File: config.mk
export PLATFORM = sky130hd
export DESIGN_NAME = clock_period_meter
export DESIGN_NICKNAME = d
export VERILOG_FILES = /design/src/rtl/clock_period_meter.sv
export SDC_FILE = /design/constraint.sdc
export NUM_CORES = 1
export LEC_CHECK = 0
export CORE_ASPECT_RATIO = 1.25
export CORE_MARGIN = 2
export CORE_UTILIZATION = 63
export DETAILED_ROUTE_END_ITERATION = 16
export DONT_BUFFER_PORTS = 1
export PLACE_DENSITY = 0.9
export SETUP_SLACK_MARGIN = 0.2
export SLEW_MARGIN = 40
export SYNTH_ARGS = -nofsm -noshare
export SYNTH_HDL_FRONTEND = slang
export SYNTH_SLANG_ARGS = --single-unit
export TNS_END_PERCENT = 5
File: constraint.sdc
create_clock -name inclk -period 2.83 [get_ports inclk]
set_clock_uncertainty 0.1 [all_clocks]
set_input_delay 0.566 -clock inclk [delete_from_list [all_inputs] [get_ports inclk]]
set_output_delay 0.566 -clock inclk [all_outputs]
set_load 0.05 [all_outputs]
File: src/rtl/clock_period_meter.sv
// Measures the period of an asynchronous square wave in inclk cycles and reports the
// divider-equivalent half-period. Optional averaging over 2^AVG_LOG2 periods: PERIOD_AVG_EN.
module clock_period_meter #(
   parameter int unsigned N        = 32,
   parameter int unsigned TIMEOUT  = 2**24,
   parameter int unsigned AVG_LOG2 = 2
) (
   input  logic         inclk,
   input  logic         rst_n,
   input  logic         meas_clk,
   input  logic         start,
   input  logic         continuous,
   output logic [N-1:0] period_count,
   output logic [N-1:0] div_count,
   output logic         valid,
   output logic         busy,
   output logic         timeout
);

   typedef enum logic [1:0] {IDLE, ARM, COUNT, DONE} state_t;

   localparam logic [N-1:0] TIMEOUT_CNT = N'(TIMEOUT);

   if (TIMEOUT < 1 || longint'(TIMEOUT) >= (longint'(1) << N) || AVG_LOG2 > 16)
   begin : g_param_check
      $error("clock_period_meter: TIMEOUT must be in [1, 2^N) and AVG_LOG2 <= 16");
   end

   state_t       state;
   logic [N-1:0] cnt;
   logic         meas_q1, meas_q2, meas_q3;
   logic         rise;

   // Detect latency is the same for every edge, so it drops out of the period.
   assign rise = meas_q2 & ~meas_q3;

`ifdef PERIOD_AVG_EN
   logic [AVG_LOG2-1:0]   edge_cnt;
   logic [N+AVG_LOG2-1:0] acc;
   logic [N+AVG_LOG2:0]   sum;
   logic                  last_edge;

   always_comb begin
      sum       = {1'b0, acc} + {{(AVG_LOG2+1){1'b0}}, cnt};
      last_edge = &edge_cnt;
   end
`endif

   // NOTE: every register here is sequential state, so all updates use <= to avoid
   // ordering races between the synchroniser stages and the FSM.
   always_ff @(posedge inclk or negedge rst_n) begin
      if (!rst_n) begin
         state        <= IDLE;
         cnt          <= '0;
         meas_q1      <= 1'b0;
         meas_q2      <= 1'b0;
         meas_q3      <= 1'b0;
         period_count <= '0;
         div_count    <= '0;
         valid        <= 1'b0;
         busy         <= 1'b0;
         timeout      <= 1'b0;
`ifdef PERIOD_AVG_EN
         edge_cnt     <= '0;
         acc          <= '0;
`endif
      end else begin
         meas_q1 <= meas_clk;
         meas_q2 <= meas_q1;
         meas_q3 <= meas_q2;
         valid   <= 1'b0;

         case (state)
            IDLE: begin
               if (start) begin
                  state   <= ARM;
                  busy    <= 1'b1;
                  timeout <= 1'b0;
                  cnt     <= N'(1);
               end
            end

            ARM: begin
               if (rise) begin
                  state <= COUNT;
                  cnt   <= N'(1);
`ifdef PERIOD_AVG_EN
                  edge_cnt <= '0;
                  acc      <= '0;
`endif
               end else if (cnt == TIMEOUT_CNT) begin
                  state   <= IDLE;
                  busy    <= 1'b0;
                  timeout <= 1'b1;
               end else begin
                  cnt <= cnt + N'(1);
               end
            end

            COUNT: begin
               if (rise) begin
                  cnt <= N'(1);
`ifdef PERIOD_AVG_EN
                  if (last_edge) begin
                     period_count <= sum[AVG_LOG2 +: N];
                     div_count    <= sum[AVG_LOG2+1 +: N];
                     valid        <= 1'b1;
                     state        <= DONE;
                  end else begin
                     acc      <= sum[N+AVG_LOG2-1:0];
                     edge_cnt <= edge_cnt + 1'b1;
                  end
`else
                  period_count <= cnt;
                  div_count    <= cnt >> 1;
                  valid        <= 1'b1;
                  state        <= DONE;
`endif
               end else if (cnt == TIMEOUT_CNT) begin
                  state   <= IDLE;
                  busy    <= 1'b0;
                  timeout <= 1'b1;
               end else begin
                  cnt <= cnt + N'(1);
               end
            end

            DONE: begin
               if (continuous) begin
                  // The closing edge opens the next period; this cycle is already its first.
                  state <= COUNT;
                  cnt   <= cnt + N'(1);
`ifdef PERIOD_AVG_EN
                  edge_cnt <= '0;
                  acc      <= '0;
`endif
               end else begin
                  state <= IDLE;
                  busy  <= 1'b0;
               end
            end

            default: begin
               state <= IDLE;
               busy  <= 1'b0;
            end
         endcase
      end
   end

endmodule

==> impl_metrics.csv, run 1 <==
group,metric,value,unit
grt,overflow,0,
critical_path,path_buf_inv,2,
cells_and_area,drive_gt1_share,23.6,%
synth,synth_fp_nets,395,
drt,antenna_left,0,
placement,hpwl,4970,um
synth,yosysSeqAreaShare,47.3,%
sta,report.final.slew_viol_count,0,
synth,synth.distinct_cells,43,
drt,drcViolationCount,0,
critical_path,worstSetupEndpointType,"flip-flop",
sta,worst_pin_slew,0.889,ns
drt,wl,7740,um
worst_hold_path,min_path_type,"in2async",
drt,vias_per_cell,6.73,
synth,synthTopCellsByArea,"dfrtp_1 (47%), mux2_2 (7.4%), buf_4 (6.3%)",
floorplan,die-area,6690,um^2
synth,async_flop_share,100,%
floorplan,ioPinCount,72,
placement,gp_congestion,0.894,
synth,avgSynthCellArea,9.93,um^2
grt,grt_pass1_wl,13200,um
drt,drtIter0Drc,392,
sta,slew_headroom,40.7,%
cts,cts.sinks,72,
synth,synth_top_flop_cell,"dfrtp_1",
cells_and_area,num-nets-final,362,
synth,ys_top_cells_by_count,"dfrtp_1 (72), o21ai_0 (37), buf_4 (32), nand2_1 (32), mux2_2 (25)",
outcome,violations,"negative hold slack",
synth,yosys_warnings,0,
pwr,power,2.92,mW
cells_and_area,multi_input_area,1620,um^2
synth,yosys.area.top_type_share,47.3,%
cells_and_area,antenna_cells,0,
cts,cts-root-buf,"clkbuf_8",
cts,post_cts_buffers,0,
floorplan,start_util,65.5,%
synth,synth_edf_count,0,
floorplan,die_w,73.6,um
critical_path,crit_path_max_incr_delay,0.42,ns
synth,synth_cells,384,
pwr,leakage,1.64,nW
critical_path,cp_max_fo,28,
outcome,outcome,"finished with violations",
placement,port_buffers,0,
sta,min_period_over_period,85.8,%
drt,num_vias,2839,
floorplan,rows,31,
grt,grt_max_degree,73,
sta,period_minus_slack,2.43,ns
synth,synth-seq-cells,72,
pwr,ir_worst_vdd,0.639,mV
cts,numCtsBuffers,9,
critical_path,worst_path_max_delay_cell,"dfrtp_1",
critical_path,worstPathArrival,2.55,ns
critical_path,crit_type,"reg2reg",
drt,wl_per_cell,18.3,um
grt,grtUsageTotal,25.1,%
critical_path,startpoint_type,"flip-flop",
synth,synth_top_area_cell,"dfrtp_1",
critical_path,crit_chain,"inv_1 -> ha_1 -> nor4b_1 -> nand4_1 -> o311ai_4 -> nand2b_1 -> buf_4 -> o31ai_1",
pwr,power_density,750,nW/um^2
cts,clockBufferDepth,2,
cts,cts_tree,"yes",
grt,grt_antenna_before_repair,0,
synth,yosysMostFrequentCell,"dfrtp_1",
sta,hold_ws,-0.0164,ns
sta,rsz0062_at_grt,"no",
cts,clkTransAtPathRegs,0.07,ns
cts,h-tree-depth,3,
flow_run,drv_cap,0,
sta,hold_viol,23,
cts,insertion_delay,0.35,ns
floorplan,die_h,91.0,um
critical_path,cp_top_family,"simple AND/OR/NAND/NOR gates",
sta,fmax,0.412,GHz
critical_path,critPathRequiredTime,2.95,ns
cells_and_area,seqCellArea,1840,um^2
drt,first_pass_iters,5,
synth,synth_area,3810,um^2
grt,grt_pass1_vias,2730,
sta,setup_viol,0,
floorplan,core_area,5820,um^2
sta,setup_tns,0,ns
cells_and_area,nFillCells,425,
cells_and_area,area_growth,1.97,%
==> through the flow <==
stage          setup WS (ns)  utilization [%]  hold WS (ns)  instances  area, um^2
2_1_floorplan          0.646                -         0.170        384        3810
3_3_place_gp           0.462             61.9         0.173        405        3600
3_5_place_dp           0.402             62.0         0.173        405        3600
4_1_cts                0.326             66.2       0.00686        422        3850
5_1_grt                0.250             66.8        0.0135        422        3890
6_report               0.403             66.8       -0.0164        422        3890
==> layout by cell type (no fill, tap or decap), types with 2 or more instances in the layout <==
cell       Yosys  routed
nor2_1        20      20
a211oi_1       2       2
nor2b_1        4       4
nand2_1       32      32
clkbuf_8       0      13
dfrtp_2        0      30
nand4_1        7       7
a41oi_1        5       5
nand2b_1       7       7
buf_4         32       6
and2_1         2       2
mux2_2        25      25
o21ai_0       37      37
o31ai_1       19      19
o41ai_1        6       6
inv_1         14      14
nor4b_1        3       3
nor3_1         6       6
nand3_1       15      15
ha_1           6       6
a21oi_1       12      11
o21ai_1        5       5
a31oi_1       11      10
dfrtp_1       72      42
o2bb2ai_1      2       2
nor4_1         6       6
==> cell families after synthesis <==
| group | Yosys count | share of synthesized area, % |
|---|---|---|
| and+or+nand+nor | 110 | 15.0 |
| AOI/OAI and AO/OA | 104 | 17.6 |
| muxes | 26 | 7.65 |
| buffers and inverters | 65 | 10.4 |
| other | 1 | 0.0984 |
| adders and majority gates | 6 | 1.97 |
| DFF | 72 | 47.3 |
==> registers in the layout, summed over array words and instances (netlist names) <==
register      flops
state             2
meas_q1           1
meas_q3           1
busy              1
period_count     32
timeout           1
meas_q2           1
cnt              32
valid             1
==> what timing repair did <==
action	CTS	global route
endpoints found under the hold margin	72	0
resized for setup	0	1
hold buffers	1	0
endpoints found under the setup margin	0	3
==> worst register-to-register path, cell delays in order (launching register included) <==
cell and delay (ns):
dfrtp_1 0.42, inv_1 0.11, ha_1 0.16, nor4b_1 0.26
nand4_1 0.30, o311ai_4 0.33, nand2b_1 0.14, buf_4 0.32
o31ai_1 0.16
==> final timing paths <==
| kind | start | to | slack (ns) | cells after the start |
|---|---|---|---|---|
| worst max register to register | cnt[0] | cnt[15] | 0.40 | 8 |
| worst min register to register | meas_q1 | meas_q2 | 0.25 | 0 |
| worst max-delay path | cnt[0] | cnt[15] | 0.40 | 8 |
| max in group asynchronous | rst_n | period_count[21] | 2.34 | 1 |
| min in group inclk | meas_clk | meas_q1 | 0.14 | 0 |
| worst min-delay path | rst_n | cnt[5] | -0.02 | 1 |
==> power breakdown <==
part	total, mW	switching (mW)	internal (mW)
clock network	0.872	0.369	0.503
registers	1.26	0.175	1.08
logic	0.787	0.524	0.263
total	2.92	1.07	1.85
==> cell type report <==
cell class              count  share of cell area (%)
clock buffers              14                    4.70
flip-flops and latches     72                    47.3
multi-input cells         247                    41.7
inverters                  14                    1.35
well taps                  66                    2.12
repair buffers              7                    1.87
clock inverters             2                   0.901
==> metal layers <==
metal  vias up  GRT usage (%)  routed length, um
li1       1304              -                  -
met1      1400           33.0               3140
met2       112           38.5               3920
met3        23           6.44                456
met4         0           11.5                225
met5         -              0                  0
Note: power is estimated with default switching activity, not from simulation.
==> inputs of run 2 (changes only) <==
--- a/config.mk
+++ b/config.mk
@@ -5,6 +5,7 @@
 export SDC_FILE = /design/constraint.sdc
 export NUM_CORES = 1
 export LEC_CHECK = 0
+export CAP_MARGIN = 20
 export CORE_ASPECT_RATIO = 1.25
 export CORE_MARGIN = 2
 export CORE_UTILIZATION = 63
==> results of run 2 <==
No change in the layout: final DEF, timing and power equal those of run 1.
